[src/rtl/seq_detector_pkg.sv]
// Shared constants for the programmable sequence detector: reset defaults,
// the overlap-mode encoding and the helper that sizes the length field.
package seq_detector_pkg;

  // A length field must be able to hold the value PAT_W itself.
  function automatic int len_w(input int pat_w);
    return $clog2(pat_w) + 1;
  endfunction

  localparam logic [31:0] DEF_PATTERN_BITS = 32'h0000_0005;
  localparam int          DEF_LEN_VAL      = 3;
  localparam logic        OVERLAP_ON       = 1'b1;
  localparam logic        DEF_OVERLAP_VAL  = OVERLAP_ON;

endpackage

[src/rtl/sat_counter.sv]
// Saturating up-counter with a synchronous clear that overrides increments.
module sat_counter #(
  parameter int CNT_W = 16
) (
  input  logic             clk,
  input  logic             rst,
  input  logic             inc,
  input  logic             clr,
  output logic [CNT_W-1:0] count
);

  always_ff @(posedge clk or negedge rst) begin
    if (!rst) begin
      count <= '0;
    end else if (clr) begin
      count <= '0;
    end else if (inc && (count != '1)) begin
      count <= count + 1'b1;
    end
  end

endmodule

[src/rtl/seq_detector_prog.sv]
// Programmable serial pattern detector: loadable pattern/length, overlap
// selection, qualified input and a registered one-cycle match flag.
module seq_detector_prog
  import seq_detector_pkg::*;
#(
  parameter int               PAT_W       = 8,
  parameter int               CNT_W       = 16,
  parameter logic [PAT_W-1:0] DEF_PATTERN = DEF_PATTERN_BITS[PAT_W-1:0],
  parameter int               DEF_LEN     = DEF_LEN_VAL,
  parameter logic             DEF_OVERLAP = DEF_OVERLAP_VAL,
  localparam int              LEN_W       = len_w(PAT_W)
) (
  input  logic             clk,
  input  logic             rst,
  input  logic             x,
  input  logic             in_valid,
  input  logic             cfg_load,
  input  logic [PAT_W-1:0] cfg_pattern,
  input  logic [LEN_W-1:0] cfg_len,
  input  logic             cfg_overlap,
  input  logic             cnt_clr,
  output logic             y,
  output logic [CNT_W-1:0] match_count
);

  logic [PAT_W-1:0] pattern;
  logic [LEN_W-1:0] len;
  logic             overlap;
  logic [PAT_W-1:0] hist;
  logic [LEN_W-1:0] fill;

  logic             sample;
  logic [PAT_W-1:0] hist_new;
  logic [LEN_W-1:0] fill_new;
  logic [PAT_W-1:0] mask;
  logic             match;
  logic [LEN_W-1:0] len_clamped;

  assign sample      = in_valid && !cfg_load;
  assign len_clamped = (cfg_len > LEN_W'(PAT_W)) ? LEN_W'(PAT_W) : cfg_len;

  // fill never exceeds len, so it only advances until it reaches it.
  always_comb begin
    hist_new = {hist[PAT_W-2:0], x};
    fill_new = (fill == len) ? fill : fill + 1'b1;
    mask     = '0;
    for (int unsigned i = 0; i < PAT_W; i++) begin
      mask[i] = (i < 32'(len));
    end
    match = sample && (len != '0) && (fill_new == len) &&
            (((hist_new ^ pattern) & mask) == '0);
  end

  always_ff @(posedge clk or negedge rst) begin
    if (!rst) begin
      pattern <= DEF_PATTERN;
      len     <= LEN_W'(DEF_LEN);
      overlap <= DEF_OVERLAP;
      hist    <= '0;
      fill    <= '0;
      y       <= 1'b0;
    end else if (cfg_load) begin
      pattern <= cfg_pattern;
      len     <= len_clamped;
      overlap <= cfg_overlap;
      fill    <= '0;
      y       <= 1'b0;
    end else if (in_valid) begin
      hist <= hist_new;
      // Non-overlapping mode must see a full fresh pattern after each hit.
      fill <= (match && (overlap != OVERLAP_ON)) ? '0 : fill_new;
      y    <= match;
    end else begin
      y <= 1'b0;
    end
  end

  sat_counter #(
    .CNT_W(CNT_W)
  ) u_count (
    .clk  (clk),
    .rst  (rst),
    .inc  (match),
    .clr  (cnt_clr),
    .count(match_count)
  );

endmodule

[config.mk]
export PLATFORM = sky130hd
export DESIGN_NAME = seq_detector_prog
export DESIGN_NICKNAME = d
export VERILOG_FILES = /design/src/rtl/seq_detector_pkg.sv /design/src/rtl/sat_counter.sv /design/src/rtl/seq_detector_prog.sv
export SDC_FILE = /design/constraint.sdc
export NUM_CORES = 1
export LEC_CHECK = 0
export CORE_ASPECT_RATIO = 1.4
export CORE_MARGIN = 2
export CORE_UTILIZATION = 45
export DETAILED_ROUTE_END_ITERATION = 6
export PLACE_DENSITY = 0.76
export RECOVER_POWER = 25
export SYNTH_ARGS = -nofsm -noshare
export SYNTH_HDL_FRONTEND = slang
export SYNTH_SLANG_ARGS = --single-unit
[constraint.sdc]
create_clock -name clk -period 6.2 [get_ports clk]
set_clock_uncertainty 0.2 [all_clocks]
set_input_delay 0.93 -clock clk [delete_from_list [all_inputs] [get_ports clk]]
set_output_delay 0.93 -clock clk [all_outputs]
set_load 0.05 [all_outputs]
==> reports/summary.txt, run 1 <==
power per cell area: 240 nW/um^2
failing checks: max-capacitance violations, max-slew violations
Final Util: 57.6%
max_cap viols: 1
Vert. Die Dim: 85.7 microns
H-Tree Level Count: 2
worst vdd ir: 134 uV
register area share after synthesis: 48.1%
setup TNS: 0 ns
GP Congestion: 0.791
Avg WL per Cell: 14.7 microns
total gr overflow: 0
antenna violations before repair: 0
Cell Area, Synth: 2150 sq um
reg-to-reg endpoint: u_count.count[7]
Worst-Skew Late Latency: 0.29 ns
ant diodes: 0
Area after DPL: 2530 sq um
clk slew on worst S/H paths: 0.07 ns
post-CTS sizing: 0
CTS sink cnt: 41
reg2reg start: fill[0]
reg-to-reg setup timing slack: 3.34 ns
share of cells above drive strength 1: 14.5%
outcome: finished with violations
Via density: 5.61
Initial DRT Pass Iterations: 4
most frequent cells in the layout: dfrtp_1, clkdlybuf4s50_1, mux2_2
Hold Buf Count CTS: 0
Post-Route WL: 4340 microns
kind of end point of the critical path: register
ANT nets after route: 0
Fmax: 280 MHz
Worst-Margin Slew: 2.11 ns
Buf/Inv on CP: 3
Synth cell types: 42
commonest non-fill, non-tap cell in the layout: dfrtp_1
nets: 254
Tmin final: 3.58 ns
type of origin of the critical path: input pin
Max Slew Vio Count: 42
DRC: 0
Arrival @ worst endpoint: 3.54 ns
port bufs: 35
Area growth syn-to-layout: 22.7%
Hold Crit Class: register to register
non-filler cells, final: 296
design area: 2630 sq um
global-route usage over all layers: 16.8%
largest fanout on the critical path: 30
crit path cell chain: clkdlybuf4s50_1 -> inv_1 -> o2111ai_1 -> nor3_1 -> o211ai_1 -> buf_4 -> or4_1 -> mux2_2
syn_nets: 223
vias in the first global route: 1581
Min-Delay Endpoint: len[0]
Lkg Pwr: 1.01 nW
# rows: 29
Top Ports: 36
Worst Hold Path Cells: 1
Worst path max stage delay: 0.83 ns
CP top delay family: buffers and inverters
Syn Inst Count: 202
clock buffers created by TritonCTS: 5
Crit Path Class: input pin to register
global-route wire length before repair: 7160 microns
FF+latch count, synth: 41
largest net degree at the start of global routing: 42
initial drt markers: 51
Die ar.: 5350 sq um
CTS tree: yes
RSZ-0062 raised after global routing: false
vias: 1662
Starting Density: 47.0%
area of the core: 4570 sq um
endpoints failing setup: 0
clock tree root driver cell: clkbuf_8
DPL Wire Length: 3030 microns
Worst Hold Launch: len[0]
Longest Clk Path Bufs: 2
YS warnings: 0
critical-path cell with the highest stage delay: clkdlybuf4s50_1
Final Cycle Share: 57.7%
Worst Path Required: 6.17 ns
Syn Area/Cell: 10.6 sq um
Post-CTS Setup Bufs: 0
Post-Place Cells: 288
path depth of the worst reg2reg path: 8
slew margin rel.: -40.9%
die width: 62.4 microns
endpoints failing hold: 0
## Yosys cell counts
| master | number | area (sq um) |
|---|---|---|
| a311o_1 | 1 | 10.0 |
| a211o_1 | 1 | 8.76 |
| a21oi_1 | 13 | 65.1 |
| and2_0 | 1 | 6.26 |
| or3_1 | 1 | 6.26 |
| nor3b_1 | 2 | 15.0 |
| dfstp_2 | 5 | 131 |
| o32ai_1 | 1 | 8.76 |
| o22ai_1 | 1 | 6.26 |
| xnor2_1 | 12 | 105 |
| o21ai_1 | 1 | 5.00 |
| o31ai_1 | 8 | 60.1 |
| nand3_1 | 7 | 35.0 |
| nand4_1 | 3 | 18.8 |
| or2_2 | 1 | 6.26 |
| buf_2 | 4 | 20.0 |
| or4b_1 | 2 | 20.0 |
| nand3b_1 | 1 | 7.51 |
| o221ai_1 | 1 | 8.76 |
| nor3_1 | 4 | 20.0 |
| and2_1 | 1 | 6.26 |
| nand2b_1 | 3 | 18.8 |
| ha_1 | 2 | 25.0 |
| and3_1 | 4 | 25.0 |
| a31oi_1 | 1 | 6.26 |
| xor2_1 | 4 | 35.0 |
| inv_1 | 5 | 18.8 |
| mux2i_1 | 1 | 10.0 |
| o2111ai_1 | 2 | 17.5 |
| nor4b_1 | 1 | 8.76 |
| dfrtp_1 | 36 | 901 |
| o41ai_1 | 2 | 17.5 |
| mux2_2 | 20 | 225 |
| o211ai_1 | 1 | 7.51 |
| o2bb2ai_1 | 3 | 26.3 |
| o21ai_0 | 3 | 15.0 |
| nor2b_1 | 3 | 18.8 |
| nand2_1 | 11 | 41.3 |
| or4_1 | 12 | 90.1 |
| and3b_1 | 1 | 8.76 |
| nor2_1 | 8 | 30.0 |
| clkbuf_1 | 8 | 30.0 |
## through the flow
step / setup slack, ns / hold WS [ns] / total power, mW
after floorplan: 3.59 / 0.290 / 0.397
after global placement: 2.37 / 0.307 / 0.428
after detailed placement: 2.34 / 0.318 / 0.431
after CTS: 2.64 / 0.329 / 0.641
after global routing: 2.36 / 0.346 / 0.667
final: 2.62 / 0.332 / 0.632
## metal layers
layer  track usage [%]  up-vias  routed length [microns]
met1              20.3      811                     1910
met5                 0        -                        0
met3              3.41        2                      207
met2              29.8       40                     2200
li1                  -      809                        -
met4              6.06        0                       21
## where the power goes
part           internal, mW  leakage (nW)  total, mW  switching [mW]
sequential            0.298         0.523      0.324          0.0267
clock                 0.119        0.0552      0.207          0.0880
combinational        0.0589         0.435      0.100          0.0414
total                 0.476          1.01      0.632           0.156
## layout make-up
class,instances,area [sq um]
Fill cell,423,1940
Multi-Input combinational cell,144,1050
Clock inverter,2,35.0
Tap cell,62,77.6
Timing Repair Buffer,36,352
Inverter,5,18.8
Sequential cell,41,1030
Clock buffer,6,72.6
## registers in the layout, summed over array words and instances, names as in the netlist
name and count:
overlap 1, len 4, fill 4, u_count.count 16
pattern 8, hist 7, y 1
## cell families after synthesis
family                     Yosys count  share of synthesized area, %
muxes                               21                          11.0
buffers and inverters               17                          3.21
AOI/OAI and AO/OA                   39                          12.2
DFF                                 41                          48.1
adders and majority gates            2                          1.17
and+or+nand+nor                     66                          17.8
xor gates and xnor gates            16                          6.53
## worst reg2reg max path, stage by stage (launching register included)
cell      delay, ns
dfrtp_1        0.45
ha_1           0.35
xor2_1         0.17
a211o_1        0.27
o21ai_1        0.14
o211ai_1       0.11
buf_4          0.23
or4_1          0.55
mux2_2         0.29
## worst max-delay path by stage
stage	from	cells past startpoint	slack [ns]	end
floorplan	u_count.count[0]	9	3.59	u_count.count[0]
global placement	cfg_load	8	2.37	u_count.count[7]
detailed placement	cfg_load	8	2.34	u_count.count[7]
CTS	cfg_load	8	2.64	u_count.count[7]
global route	cfg_load	8	2.36	u_count.count[7]
finish	cfg_load	8	2.62	u_count.count[7]
Note: power is estimated with default switching activity, not from simulation.
==> run 2, diff against run 1 <==
- clock period: 6.2 -> 3.6 ns (I/O delays scaled with it)
==> reports/summary.txt, run 2 (same netlist as run 1, synthesis figures left out) <==
outcome: finished with violations (unchanged)
failing checks: max-capacitance violations, max-slew violations (unchanged)
largest net degree at the start of global routing: 42 (unchanged)
antenna violations before repair: 0 (unchanged)
pre-CTS setup slack: 0.679 ns (was 2.34 ns)
global-route usage over all layers: 17.9% (was 16.8%)
kind of end point of the critical path: register (unchanged)
vias in the first global route: 1751 (was 1581)
routed wl met2: 2360 microns (was 2200 microns)
Tot Pwr: 1.12 mW (was 632 uW)
endpoints failing setup: 0 (unchanged)
max_cap viols: 1 (unchanged)
worst vdd ir: 218 uV (was 134 uV)
Worst Hold Path Cells: 1 (unchanged)
Most flops, register: u_count.count (unchanged)
post-CTS sizing: 0 (unchanged)
reg-to-reg setup timing slack: 0.87 ns (was 3.34 ns)
GP Congestion: 0.853 (was 0.791)
area of the multi-input gates: 1050 sq um (unchanged)
H-Tree Level Count: 2 (unchanged)
met3 WL: 242 microns (was 207 microns)
Area growth syn-to-layout: 23.6% (was 22.7%)
Longest Clk Path Bufs: 2 (unchanged)
Worst Hold Launch: hist[6] (was len[0])
Final Util: 58.0% (was 57.6%)
commonest non-fill, non-tap cell in the layout: dfrtp_1 (unchanged)
DRC: 0 (unchanged)
ant diodes: 0 (unchanged)
Die ar.: 5350 sq um (unchanged)
Via density: 5.79 (was 5.61)
reg-to-reg endpoint: u_count.count[9] (was u_count.count[7])
Worst-Skew Late Latency: 0.29 ns (about the same)
clock tree root driver cell: clkbuf_8 (unchanged)
WL met1: 1800 microns (was 1910 microns)
global-route wire length before repair: 7640 microns (was 7160 microns)
Worst Setup Slack, final: 0.866 ns (was 2.62 ns)
Post-Place Cells: 289 (was 288)
port bufs: 35 (unchanged)
reg2reg start: fill[0] (unchanged)
CTS sink cnt: 41 (unchanged)
max reg flops: 16 (unchanged)
path depth of the worst reg2reg path: 8 (unchanged)
Crit Path Class: register to register (was input pin to register)
Top Ports: 36 (unchanged)
Hold Buf Count CTS: 0 (unchanged)
slew margin rel.: -42.5% (was -40.9%)
Post-CTS Setup Bufs: 0 (unchanged)
setup TNS: 0 ns (unchanged)
Hold Crit Class: register to register (unchanged)
# rows: 29 (unchanged)
Seq. cell area: 1030 sq um (unchanged)
RSZ-0062 raised after global routing: false (unchanged)
biggest regs: u_count.count x16, pattern x8, hist x7 (unchanged)
Initial DRT Pass Iterations: 4 (unchanged)
power per cell area: 422 nW/um^2 (was 240 nW/um^2)
Vert. Die Dim: 85.7 microns (unchanged)
DPL Wire Length: 3220 microns (was 3030 microns)
fill count: 433 (was 423)
Lkg Pwr: 1.02 nW (was 1.01 nW)
Final Cycle Share: 75.9%
Min-Delay Endpoint: hist[6] (was len[0])
CTS tree: yes (unchanged)
largest fanout on the critical path: 27 (was 30)
Arrival @ worst endpoint: 2.73 ns (was 3.54 ns)
Avg WL per Cell: 15.2 microns (was 14.7 microns)
top sig layer: met4 (unchanged)
die width: 62.4 microns (unchanged)
Starting Density: 47.0% (unchanged)
Max Slew Vio Count: 42 (unchanged)
most frequent cells in the layout: dfrtp_1, clkdlybuf4s50_1, mux2_2 (unchanged)
Worst Path Required: 3.60 ns (was 6.17 ns)
total gr overflow: 0 (unchanged)
Post-Route WL: 4510 microns (was 4340 microns)
clock buffers created by TritonCTS: 5 (unchanged)
type of origin of the critical path: register (was input pin)
share of cells above drive strength 1: 15.3% (was 14.5%)
Tmin final: 2.73 ns
initial drt markers: 81 (was 51)
area of the core: 4570 sq um (unchanged)
Fmax: 366 MHz
clk slew on worst S/H paths: 0.08 ns (was 0.07 ns)
Worst-Margin Slew: 2.14 ns (was 2.11 ns)
vias: 1721 (was 1662)
nets: 255 (was 254)
endpoints failing hold: 0 (unchanged)
non-filler cells, final: 297 (was 296)
ANT nets after route: 0 (unchanged)
==> run 2: cell types whose count changed in the layout (fill, tap and decap cells not counted) <==
cell,before,now
buf_4,1,2
clkinvlp_4,0,1
clkinv_2,1,0
clkbuf_8,5,6
clkbuf_1,2,1
==> run 2: worst max path at each step <==
stage	endpoint	slack (ns)	from
finish	u_count.count[9]	0.87	fill[0]
global route	u_count.count[6]	0.69	fill[0]
global placement	u_count.count[14]	0.75	x
detailed placement	u_count.count[9]	0.68	x
floorplan	u_count.count[0]	0.99	u_count.count[0]
CTS	u_count.count[9]	0.82	fill[0]
==> run 2: area by class of cell <==
| class | instances | area share, % |
|---|---|---|
| inverters | 5 | 0.707 |
| well taps | 62 | 2.92 |
| multi-input cells | 144 | 39.4 |
| clock buffers | 6 | 3.11 |
| clock inverters | 2 | 1.41 |
| repair buffers | 37 | 13.5 |
| flip-flops and latches | 41 | 38.9 |
==> run 2: critical path: stages (launching register included) <==
cell,delay (ns)
dfrtp_1,0.43
ha_1,0.34
xor2_1,0.17
a211o_1,0.26
o21ai_1,0.13
o211ai_1,0.16
buf_4,0.25
or4_1,0.51
a21oi_1,0.16
==> run 2: per-stage QoR <==
stage	hold slack, ns	cell area [sq um]
final	0.329	2650
after global routing	0.348	2650
after CTS	0.199	2660
after detailed placement	0.317	2530
after global placement	0.310	2530
after floorplan	0.0444	2150
==> run 2: routing by layer <==
metal	global-route usage (%)	vias up
met3	4.20	10
li1	-	812
met1	18.5	852
met2	33.6	47
met5	0	-
met4	9.09	0
==> run 2: power by group <==
part,total [mW],internal [mW],switching [mW]
sequential,0.558,0.512,0.0457
clock,0.386,0.225,0.161
combinational,0.175,0.102,0.0725
